$ cat config.mk
export PLATFORM = sky130hd
export DESIGN_NAME = rgb_pwm_ctrl_flat
export DESIGN_NICKNAME = d
export VERILOG_FILES = /design/src/rtl/rgb_pwm_ctrl_if.sv /design/src/rtl/rgb_pwm_ctrl.sv /design/src/flat_wrapper.sv
export SDC_FILE = /design/constraint.sdc
export NUM_CORES = 1
export LEC_CHECK = 0
export CAP_MARGIN = 20
export CORE_MARGIN = 2
export CORE_UTILIZATION = 55
export CTS_BUF_LIST = sky130_fd_sc_hd__clkbuf_2
export CTS_CLUSTER_DIAMETER = 150
export DETAILED_ROUTE_END_ITERATION = 12
export GPL_TIMING_DRIVEN = 1
export PLACE_DENSITY = 0.72
export REMOVE_ABC_BUFFERS = 1
export SYNTH_ARGS = -nofsm -noshare
export SYNTH_HDL_FRONTEND = slang
export SYNTH_SLANG_ARGS = --single-unit
$ cat constraint.sdc
create_clock -name int_osc -period 4.2 [get_ports int_osc]
set_input_delay 0.63 -clock int_osc [delete_from_list [all_inputs] [get_ports int_osc]]
set_output_delay 0.63 -clock int_osc [all_outputs]
set_load 0.05 [all_outputs]
$ cat src/rtl/rgb_pwm_ctrl_if.sv
// Configuration bus for rgb_pwm_ctrl: a single-cycle write strobe carrying
// the target channel and its mode, duty and step rate.
interface rgb_pwm_ctrl_if #(
  parameter int NUM_CH    = 3,
  parameter int PWM_BITS  = 8,
  parameter int RATE_BITS = 8
);
  localparam int CH_W = (NUM_CH > 1) ? $clog2(NUM_CH) : 1;

  logic                 cfg_we;
  logic [CH_W-1:0]      cfg_ch;
  logic [1:0]           cfg_mode;
  logic [PWM_BITS-1:0]  cfg_duty;
  logic [RATE_BITS-1:0] cfg_rate;

  modport master (output cfg_we, cfg_ch, cfg_mode, cfg_duty, cfg_rate);
  modport slave  (input  cfg_we, cfg_ch, cfg_mode, cfg_duty, cfg_rate);
endinterface

$ cat src/rtl/rgb_pwm_ctrl.sv
// Multi-channel PWM controller for the RGBxPWM inputs of SB_RGBA_DRV:
// shared prescaler and PWM counter, per-channel off/static/blink/breathe.
module rgb_pwm_ctrl #(
  parameter int NUM_CH    = 3,
  parameter int PWM_BITS  = 8,
  parameter int CLK_DIV   = 48,
  parameter int RATE_BITS = 8
) (
  input  logic              int_osc,
  input  logic              rst,
  input  logic              en,
  rgb_pwm_ctrl_if.slave     cfg,
  output logic [NUM_CH-1:0] pwm_out,
  output logic              period_tick
);
  localparam int CH_W    = (NUM_CH > 1) ? $clog2(NUM_CH) : 1;
  localparam int PRESC_W = (CLK_DIV > 1) ? $clog2(CLK_DIV) : 1;
  localparam logic [PRESC_W-1:0] PRESC_MAX = PRESC_W'(CLK_DIV - 1);

  typedef enum logic [1:0] {
    MODE_OFF     = 2'd0,
    MODE_STATIC  = 2'd1,
    MODE_BLINK   = 2'd2,
    MODE_BREATHE = 2'd3
  } mode_e;

  typedef enum logic {
    DIR_UP   = 1'b0,
    DIR_DOWN = 1'b1
  } dir_e;

  logic [PRESC_W-1:0]  presc_q, presc_d;
  logic [PWM_BITS-1:0] pwm_cnt_q, pwm_cnt_d;
  logic [NUM_CH-1:0]   pwm_out_q;
  logic                period_tick_q;
  logic                tick;
  logic                period_end;
  logic [PWM_BITS-1:0] eff_duty [NUM_CH];

  // Timebase only advances while enabled, so en=0 freezes everything downstream.
  always_comb begin
    tick       = en && (presc_q == PRESC_MAX);
    period_end = tick && (&pwm_cnt_q);
    presc_d    = presc_q;
    pwm_cnt_d  = pwm_cnt_q;
    if (en) begin
      presc_d = tick ? '0 : presc_q + 1'b1;
    end
    if (tick) begin
      pwm_cnt_d = pwm_cnt_q + 1'b1;
    end
  end

  always_ff @(posedge int_osc) begin
    if (rst) begin
      presc_q       <= '0;
      pwm_cnt_q     <= '0;
      period_tick_q <= 1'b0;
      pwm_out_q     <= '0;
    end else begin
      presc_q       <= presc_d;
      pwm_cnt_q     <= pwm_cnt_d;
      period_tick_q <= period_end;
      for (int i = 0; i < NUM_CH; i++) begin
        pwm_out_q[i] <= en && (eff_duty[i] > pwm_cnt_q);
      end
    end
  end

  assign pwm_out     = pwm_out_q;
  assign period_tick = period_tick_q;

  for (genvar gi = 0; gi < NUM_CH; gi++) begin : g_ch
    mode_e                mode_q, mode_d;
    dir_e                 dir_q, dir_d;
    logic [PWM_BITS-1:0]  duty_q, duty_d;
    logic [PWM_BITS-1:0]  level_q, level_d;
    logic [RATE_BITS-1:0] rate_q, rate_d;
    logic [RATE_BITS-1:0] step_q, step_d;
    logic                 phase_q, phase_d;
    logic                 cfg_hit;
    logic                 step_fire;

    // Out-of-range channel indices never match any gi, so such writes drop.
    assign cfg_hit   = cfg.cfg_we && (cfg.cfg_ch == CH_W'(gi));
    assign step_fire = period_end && (step_q == rate_q);

    always_comb begin
      mode_d  = mode_q;
      duty_d  = duty_q;
      rate_d  = rate_q;
      step_d  = step_q;
      phase_d = phase_q;
      level_d = level_q;
      dir_d   = dir_q;
      if (cfg_hit) begin
        mode_d  = mode_e'(cfg.cfg_mode);
        duty_d  = cfg.cfg_duty;
        rate_d  = cfg.cfg_rate;
        step_d  = '0;
        phase_d = 1'b0;
        level_d = '0;
        dir_d   = DIR_UP;
      end else if (period_end) begin
        step_d = step_fire ? '0 : step_q + 1'b1;
        if (step_fire && mode_q == MODE_BLINK) begin
          phase_d = ~phase_q;
        end
        // Reversal steps hold the level, giving a one-step dwell at each end.
        if (step_fire && mode_q == MODE_BREATHE) begin
          if (dir_q == DIR_UP) begin
            if (level_q >= duty_q) dir_d = DIR_DOWN;
            else                   level_d = level_q + 1'b1;
          end else begin
            if (level_q == '0) dir_d = DIR_UP;
            else               level_d = level_q - 1'b1;
          end
        end
      end
    end

    always_ff @(posedge int_osc) begin
      if (rst) begin
        mode_q  <= MODE_OFF;
        duty_q  <= '0;
        rate_q  <= '0;
        step_q  <= '0;
        phase_q <= 1'b0;
        level_q <= '0;
        dir_q   <= DIR_UP;
      end else begin
        mode_q  <= mode_d;
        duty_q  <= duty_d;
        rate_q  <= rate_d;
        step_q  <= step_d;
        phase_q <= phase_d;
        level_q <= level_d;
        dir_q   <= dir_d;
      end
    end

    assign eff_duty[gi] = (mode_q == MODE_STATIC)             ? duty_q  :
                          (mode_q == MODE_BLINK && phase_q)   ? duty_q  :
                          (mode_q == MODE_BREATHE)            ? level_q : '0;
  end

endmodule

$ cat src/flat_wrapper.sv
// flat-port wrapper written by rule: the top's interface ports become plain ports
module rgb_pwm_ctrl_flat 
#(
  parameter int NUM_CH    = 3,
  parameter int PWM_BITS  = 8,
  parameter int CLK_DIV   = 48,
  parameter int RATE_BITS = 8
)
  (int_osc, rst, en, pwm_out, period_tick, cfg_cfg_we, cfg_cfg_ch, cfg_cfg_mode, cfg_cfg_duty, cfg_cfg_rate);
  rgb_pwm_ctrl_if #(.NUM_CH(NUM_CH), .PWM_BITS(PWM_BITS), .RATE_BITS(RATE_BITS)) cfg_i ();
  input  logic int_osc;
  input  logic rst;
  input  logic en;
  output logic [NUM_CH-1:0] pwm_out;
  output logic period_tick;
  input wire logic [$bits(cfg_i.cfg_we)-1:0] cfg_cfg_we;
  input wire logic [$bits(cfg_i.cfg_ch)-1:0] cfg_cfg_ch;
  input wire logic [$bits(cfg_i.cfg_mode)-1:0] cfg_cfg_mode;
  input wire logic [$bits(cfg_i.cfg_duty)-1:0] cfg_cfg_duty;
  input wire logic [$bits(cfg_i.cfg_rate)-1:0] cfg_cfg_rate;
  assign cfg_i.cfg_we = cfg_cfg_we;
  assign cfg_i.cfg_ch = cfg_cfg_ch;
  assign cfg_i.cfg_mode = cfg_cfg_mode;
  assign cfg_i.cfg_duty = cfg_cfg_duty;
  assign cfg_i.cfg_rate = cfg_cfg_rate;
  rgb_pwm_ctrl #(.NUM_CH(NUM_CH), .PWM_BITS(PWM_BITS), .CLK_DIV(CLK_DIV), .RATE_BITS(RATE_BITS)) u_core (.int_osc(int_osc), .rst(rst), .en(en), .cfg(cfg_i), .pwm_out(pwm_out), .period_tick(period_tick));
endmodule
==> run metrics, run 1 <==
Max-Cap Viols 0; Via density 5.476; Total GRT Usage between 20% and 30%; Critical Path Fanout Max 19; IO Count 28; Slew HR 55.93%; mapped cell area 7467 sq um; final wirelength 16210 microns; initial antenna violation count 1; share of cells above drive strength 1 roughly 6.1%; Synth area leader dfxtp_1; CTS Buf Count 17; gpl congestion 0.7937; R2R depth 10; Synth Instances 919; setup bufs post-CTS 0; first-pass GRT wire length 27140 microns; H-tree levels 4; clock root buffer clkbuf_2; DR vias approximately 6200; Synth cell types 59; DIE WIDTH 120.5 microns; count of warnings emitted by yosys 0; Worst Setup Path Type reg -> reg; chip height between 100 and 150 microns; clock tree buffer depth 2; RR Endpoint u_core.pwm_out[2]$_SDFF_PP0_; R2R Path Start u_core.g_ch[2].mode_q[1]$_SDFFE_PP0P_; port bufs 27; # resized after CTS 0; die area 14530 sq um; Hold WC Path Type in -> reg; Antenna Nets Post-Route 0; Starting DRT DRC Count between 300 and 400; vias in the first global route between 5000 and 6000; Seq/Total Area, Yosys 33.78%; fin. max-slew vios 0; RSZ-0062 raised after global routing false; skew final around 0.035 ns; CP required 4.82 ns; clock tree from TritonCTS built; clk sink count about 130; total chip power around 0.0021 W; Critical Path AT 3.35 ns; Synth Register Bits around 130; Post-DP HPWL 11820 microns; startpoint types flop; Setup crit end kind flop; Leakage 3.126 nW; DR pass1 iterations 5; Synth-to-Final Area Change 7.942%; status finished, final reports clean; top post-synthesis cells by area dfxtp_1 (34%), ha_1 (12%), nand2_1 (8.0%); Post-synth EDFFs 0; share of the synthesized area in the top cell type 33.78%; TNS Setup 0 ns; hold path depth 2; Mapped Avg Cell Area 8.125 sq um; routed len/inst 14.41 microns; Hold EP u_core.g_ch[2].rate_q[6]$_SDFFE_PP0P_; clock-pin slew on the worst setup and hold paths 0.21 ns; Final min period 2.731 ns; hold path start rst; clk_lat worst skew 0.74 ns; Setup-failing EPs final 0; ys async rst share 0%; hold buffers post-CTS 0; fmax 366.1 MHz; Layout Nets just over 1000; pwr dens roughly 250 nW/um^2; fill count 1253; Starting Density between 50 and 60%; Final Cycle Share 65.03%; Final Hold Vio Count 0; drt drc 0; ys flop type dfxtp_1; largest net degree at the start of global routing 51; Worst IR Drop VDD between 0.0002 and 0.00025 V; R2R setup slack 1.47 ns; core area ~13000 sq um; measured slew at the worst slew-check pin 0.6611 ns; Row Count 42; grt ovf 0
-- layout by cell type, fill, tap and decap left out, types with 5 or more instances in the layout --
| cell type | instances |
|---|---|
| a21o_1 | 10 |
| a21oi_1 | 86 |
| a22o_1 | 19 |
| and2_1 | 5 |
| and3_1 | 7 |
| and3b_1 | 5 |
| buf_4 | 6 |
| clkbuf_2 | 17 |
| clkdlybuf4s50_1 | 26 |
| clkinvlp_4 | 5 |
| dfxtp_1 | 126 |
| ha_1 | 71 |
| inv_1 | 43 |
| mux2i_1 | 12 |
| nand2_1 | 160 |
| nand2b_1 | 15 |
| nand3_1 | 8 |
| nand4_1 | 23 |
| nor2_1 | 78 |
| nor2b_1 | 10 |
| nor3_1 | 11 |
| o21ai_0 | 48 |
| or3_1 | 6 |
| xnor2_1 | 55 |
| xor2_1 | 18 |
-- worst max-delay path by stage --
stage,from,end,cells past startpoint
2_1_floorplan,u_core.g_ch[1].level_q[0]$_SDFFE_PP0P_,u_core.g_ch[1].level_q[7]$_SDFFE_PP0P_,9
3_3_place_gp,en,u_core.g_ch[1].level_q[7]$_SDFFE_PP0P_,9
3_5_place_dp,en,u_core.g_ch[1].level_q[7]$_SDFFE_PP0P_,9
4_1_cts,u_core.pwm_cnt_q[0]$_SDFFE_PP0N_,u_core.g_ch[1].level_q[7]$_SDFFE_PP0P_,8
5_1_grt,u_core.g_ch[2].mode_q[1]$_SDFFE_PP0P_,u_core.pwm_out[2]$_SDFF_PP0_,10
6_report,u_core.g_ch[2].mode_q[1]$_SDFFE_PP0P_,u_core.pwm_out[2]$_SDFF_PP0_,10
-- critical path, stage by stage (launching register included) --
cell and delay (ns):
dfxtp_1 0.76, nand2_1 0.15, nor2_1 0.46, a22o_1 0.24, ha_1 0.24, nor2b_1 0.13
o21ai_0 0.17, nand2b_1 0.08, a21oi_1 0.15, o21ai_0 0.09, o211a_1 0.15
-- through the flow --
stage | worst slack [ns] | cells | hold WS, ns | area (sq um) | util [%]
2_1_floorplan | 1.740 | 883 | 0.4303 | 7322 | -
3_3_place_gp | 0.9177 | 1092 | 0.4479 | 7858 | 59.33
3_5_place_dp | 0.8908 | 1092 | 0.4546 | 7858 | 59.33
4_1_cts | 1.473 | 1124 | 0.2474 | 8058 | 60.85
5_1_grt | 1.321 | 1125 | 0.2263 | 8060 | 60.87
6_report | 1.469 | 1125 | 0.3248 | 8060 | 60.87
-- report_power, final --
group	switching [W]	total, W	internal [W]
sequential	0.0000206	0.00124	0.00122
clock	0.000509	0.000670	0.000160
combinational	0.0000886	0.000148	0.0000595
total	0.000618	0.00205	0.00144
-- logic make-up (layout without fill, tap and decap cells) --
| group | after synthesis | count (layout) | share of synthesized area [%] |
|---|---|---|---|
| xor+xnor | 73 | 73 | 8.562 |
| fa+ha+maj | 74 | 74 | 12.70 |
| compound gates | 194 | 194 | 15.75 |
| other cells | 0 | 1 | 0 |
| flops | 126 | 126 | 33.78 |
| simple gates | 358 | 358 | 23.04 |
| mux | 15 | 15 | 2.061 |
| buf+inv | 79 | 108 | 4.105 |
-- cell type report --
class | instances | area [sq um] | share of cell area, %
Timing Repair Buffer | 33 | 310.3 | 3.850
Antenna cell | 1 | 2.502 | 0.03105
Clock buffer | 17 | 85.08 | 1.056
Sequential cell | 126 | 2522 | 31.29
Multi-Input combinational cell | 714 | 4643 | 57.61
Clock inverter | 15 | 115.1 | 1.428
Tap cell | 176 | 220.2 | 2.732
Inverter | 43 | 161.4 | 2.002
-- Yosys cell counts (5+ instances only) --
master / number
a21o_1: 10
a21oi_1: 86
a22o_1: 19
and2_1: 5
and3_1: 7
and3b_1: 5
clkbuf_1: 31
dfxtp_1: 126
ha_1: 71
inv_1: 43
mux2i_1: 12
nand2_1: 160
nand2b_1: 15
nand3_1: 8
nand4_1: 23
nor2_1: 78
nor2b_1: 10
nor3_1: 11
o21ai_0: 48
or3_1: 6
xnor2_1: 55
xor2_1: 18
-- metal layers --
metal | vias up | share of wire [%] | global-route usage, % | wire (microns)
met4 | 0 | 0.97 | 6.032 | 158
met3 | 13 | 4.2 | 5.991 | 674
met5 | - | 0 | 0 | 0
li1 | 3205 | - | - | -
met1 | 2846 | 49 | 32.48 | 8015
met2 | 97 | 45 | 36.86 | 7359
-- registers in the layout, summed over array words and instances, names as in the netlist --
signal               count
u_core.g_ch.step_q      24
u_core.g_ch.phase_q      3
u_core.period_tick       1
u_core.g_ch.dir_q        3
u_core.g_ch.mode_q       6
u_core.presc_q           6
u_core.pwm_out           3
u_core.g_ch.level_q     24
u_core.pwm_cnt_q         8
u_core.g_ch.duty_q      24
u_core.g_ch.rate_q      24
(Power assumes the default switching activity.)
==> run 2: changes to the inputs <==
- PLACE_DENSITY: 0.72 -> 0.75
- clock period: 4.2 -> 2.5 ns (I/O delays scaled with it)
==> run 2 against run 1 <==
Against the previous run:
- total power grew 71%
- setup slack lost 1.4 ns
- sequential share of layout area shrank 1.2 points
- count of clock-buffer cells in the layout grew 1
- global-route usage grew 0.63 points
- sequential power grew 67%
- critical path depth shrank 2
- sequential cell count is the same
- hold slack lost 0.20 ns
- final area grew 4.1%
- first-iteration DRC count grew 21%
==> run metrics, run 2 (synthesis gave the netlist of run 1 again) <==
skew final 0.02693 ns (-0.008116 ns); Hold Worst Slack 0.1212 ns (-0.2037 ns); total chip power 0.003506 W (+71%); part of the power in registers 59.0% (-1.2 points); Crit path buffers/inverters 1 (+1); cell total after placement 1129 (+3.4%); Comb pwr share 8.0% (+0.8 points); Synth-to-Final Area Change 12.37%; routed len/inst 14.36 microns (-0.34%); initial antenna violation count 0 (-1); IO Count 28 (unchanged); clock-pin slew on the worst setup and hold paths 0.20 ns (about the same); RR Endpoint u_core.g_ch[1].level_q[7]$_SDFFE_PP0P_; Leakage 3.343 nW (+7.0%); Setup crit end kind flop; cell family with most CP delay compound AO/OA/AOI/OAI gates; gpl congestion 0.8337 (+5.0%); core area 13240 sq um (unchanged); die area 14530 sq um (unchanged); Total GRT Usage 24.18% (+0.63 points); chip height 120.5 microns (unchanged); placed cell areas 8148 sq um (+3.7%); R2R Path Start u_core.g_ch[1].duty_q[7]$_SDFFE_PP0P_; status finished, final reports clean; measured slew at the worst slew-check pin 0.5661 ns (-0.09502 ns); Slew HR 62.26% (+6.3 points); Hold WC Path Type in -> reg; Setup WS post-layout 0.1151 ns (-1.354 ns); vias in the first global route 6039 (+6.0%); Most Crowded Layer GR met2; most frequent cells in the layout nand2_1 (160), dfxtp_1 (122), a21oi_1 (85), nor2_1 (78), ha_1 (71); final wirelength 16670 microns (+2.8%); worst slack at placement -0.03905 ns (-0.9298 ns); port bufs 27 (unchanged); grt ovf 0 (unchanged); fin. max-slew vios 0 (unchanged); Final Hold Vio Count 0 (unchanged); CP startpoint u_core.g_ch[1].duty_q[7]$_SDFFE_PP0P_; clock network fraction of design power 33.0% (+0.4 points); Critical Path AT 3.05 ns (-0.30 ns); fill count 1210 (-3.4%); Antenna Nets Post-Route 0 (unchanged); fin area 8391 sq um (+4.1%); startpoint types flop; Internal 0.002519 W (+75%); Worst IR Drop VDD 0.0004155 V (+81%); Final min period 2.385 ns (-0.3464 ns); clock root buffer clkbuf_2; Critical Path Fanout Max 5 (-14); critical path depth 8 (-2); Worst Setup Path Type reg -> reg; Max-Cap Viols 0 (unchanged); Final Cycle Share 95.40% (+30 points); share of cells above drive strength 1 10.56% (+4.4 points); n_diodes 0 (-1); Post-DP HPWL 12720 microns (+7.6%); Slowest cell on crit path a2111o_1; H-tree levels 4 (unchanged); DR vias 6412 (+4.1%); Multi-input gate area 4669 sq um (+0.57%); Via density 5.523 (+0.85%); clk_lat worst skew 0.73 ns (about the same); DIE WIDTH 120.5 microns (unchanged); critical path capture point u_core.g_ch[1].level_q[7]$_SDFFE_PP0P_; # resized after CTS 0 (unchanged); hold buffers post-CTS 0 (unchanged); Row Count 42 (unchanged); grt met1 use 31.85% (-0.64 points); CTS Buf Count 17 (unchanged); met3 Use GR 4.575% (-1.4 points); NetSw 0.0009868 W (+60%); Starting DRT DRC Count 423 (+21%); setup bufs post-CTS 0 (unchanged); met2 Resource Use GR 40.04% (+3.2 points); Cell Chain, Critical Path inv_1 > ha_1 > and2_0 > a221o_1 > a41o_1 > a2111o_1 > or3_4 > a21oi_2; Net Sw Frac 28.14% (-2.0 points); fmax 419.3 MHz (+15%); first-pass GRT wire length 28050 microns (+3.4%); Layout Nets 1070 (+3.6%); Starting Density 56.39% (unchanged); clk sink count 126 (unchanged); clock tree buffer depth 2 (unchanged); most common cell after layout, fill and taps aside nand2_1; largest net degree at the start of global routing 45 (-12%); CP max stage delay 0.43 ns (-0.33 ns); DR pass1 iterations 8 (+3); R2R setup slack 0.12 ns (-1.35 ns); CP required 3.17 ns (-1.65 ns); R2R depth 8 (-2); Post-Layout Cell Count 1161 (+3.2%); Sequential Area 2527 sq um (+0.20%); pwr dens 417.9 nW/um^2 (+64%); clock tree from TritonCTS built; drt drc 0 (unchanged); Setup-failing EPs final 0 (unchanged)
-- run 2: power groups by stage --
stage	clock network, W	logic [W]	registers (W)
after floorplan	0	0.000133	0.00211
after global placement	0	0.000271	0.00211
after detailed placement	0	0.000274	0.00211
after CTS	0.00119	0.000276	0.00207
after global routing	0.00128	0.000313	0.00207
final	0.00116	0.000280	0.00207
-- run 2: final cells by class --
type	instances	share of cell area [%]
tap	176	2.625
clock inverter	14	1.446
inverter	43	1.924
clock buffer	18	1.074
sequential	126	30.12
timing repair buffer	70	7.158
multi-input combinational	714	55.65
-- run 2: worst min path at each step --
stage                                          startpoint                                    end  slack [ns]  cells past startpoint
floorplan           u_core.g_ch[0].duty_q[7]$_SDFFE_PP0P_  u_core.g_ch[0].duty_q[7]$_SDFFE_PP0P_        0.43                      2
global placement    u_core.g_ch[2].duty_q[7]$_SDFFE_PP0P_  u_core.g_ch[2].duty_q[7]$_SDFFE_PP0P_        0.44                      2
detailed placement  u_core.g_ch[2].duty_q[7]$_SDFFE_PP0P_  u_core.g_ch[2].duty_q[7]$_SDFFE_PP0P_        0.45                      2
CTS                                                   rst  u_core.g_ch[2].rate_q[6]$_SDFFE_PP0P_        0.08                      2
global route                                          rst  u_core.g_ch[0].duty_q[1]$_SDFFE_PP0P_        0.09                      2
finish                                                rst  u_core.g_ch[2].rate_q[5]$_SDFFE_PP0P_        0.12                      2
-- run 2: per-layer routing --
metal / up-vias / share of wire (%)
met2: 120 / 47
met4: 0 / 1.5
met1: 2986 / 47
li1: 3284 / -
met5: - / 0
met3: 22 / 4.3
-- run 2: worst register-to-register path: stages (launching register included) --
cell and delay, ns:
dfxtp_1 0.39, inv_1 0.06, ha_1 0.28, and2_0 0.18
a221o_1 0.29, a41o_1 0.22, a2111o_1 0.43, or3_4 0.36
a21oi_2 0.14
-- run 2: through the flow --
step | util, % | setup TNS [ns]
5_1_grt | 63.36 | -0.08820
6_report | 63.36 | 0
3_5_place_dp | 61.53 | -0.08296
2_1_floorplan | - | 0
4_1_cts | 63.12 | 0
3_3_place_gp | 61.53 | -0.01553
==> run 3: changes to the inputs <==
- CAP_MARGIN: 20 -> not set
- GPL_ROUTABILITY_DRIVEN: not set -> 0
==> results of run 3 <==
No change in the layout: final DEF, timing and power equal those of run 2.
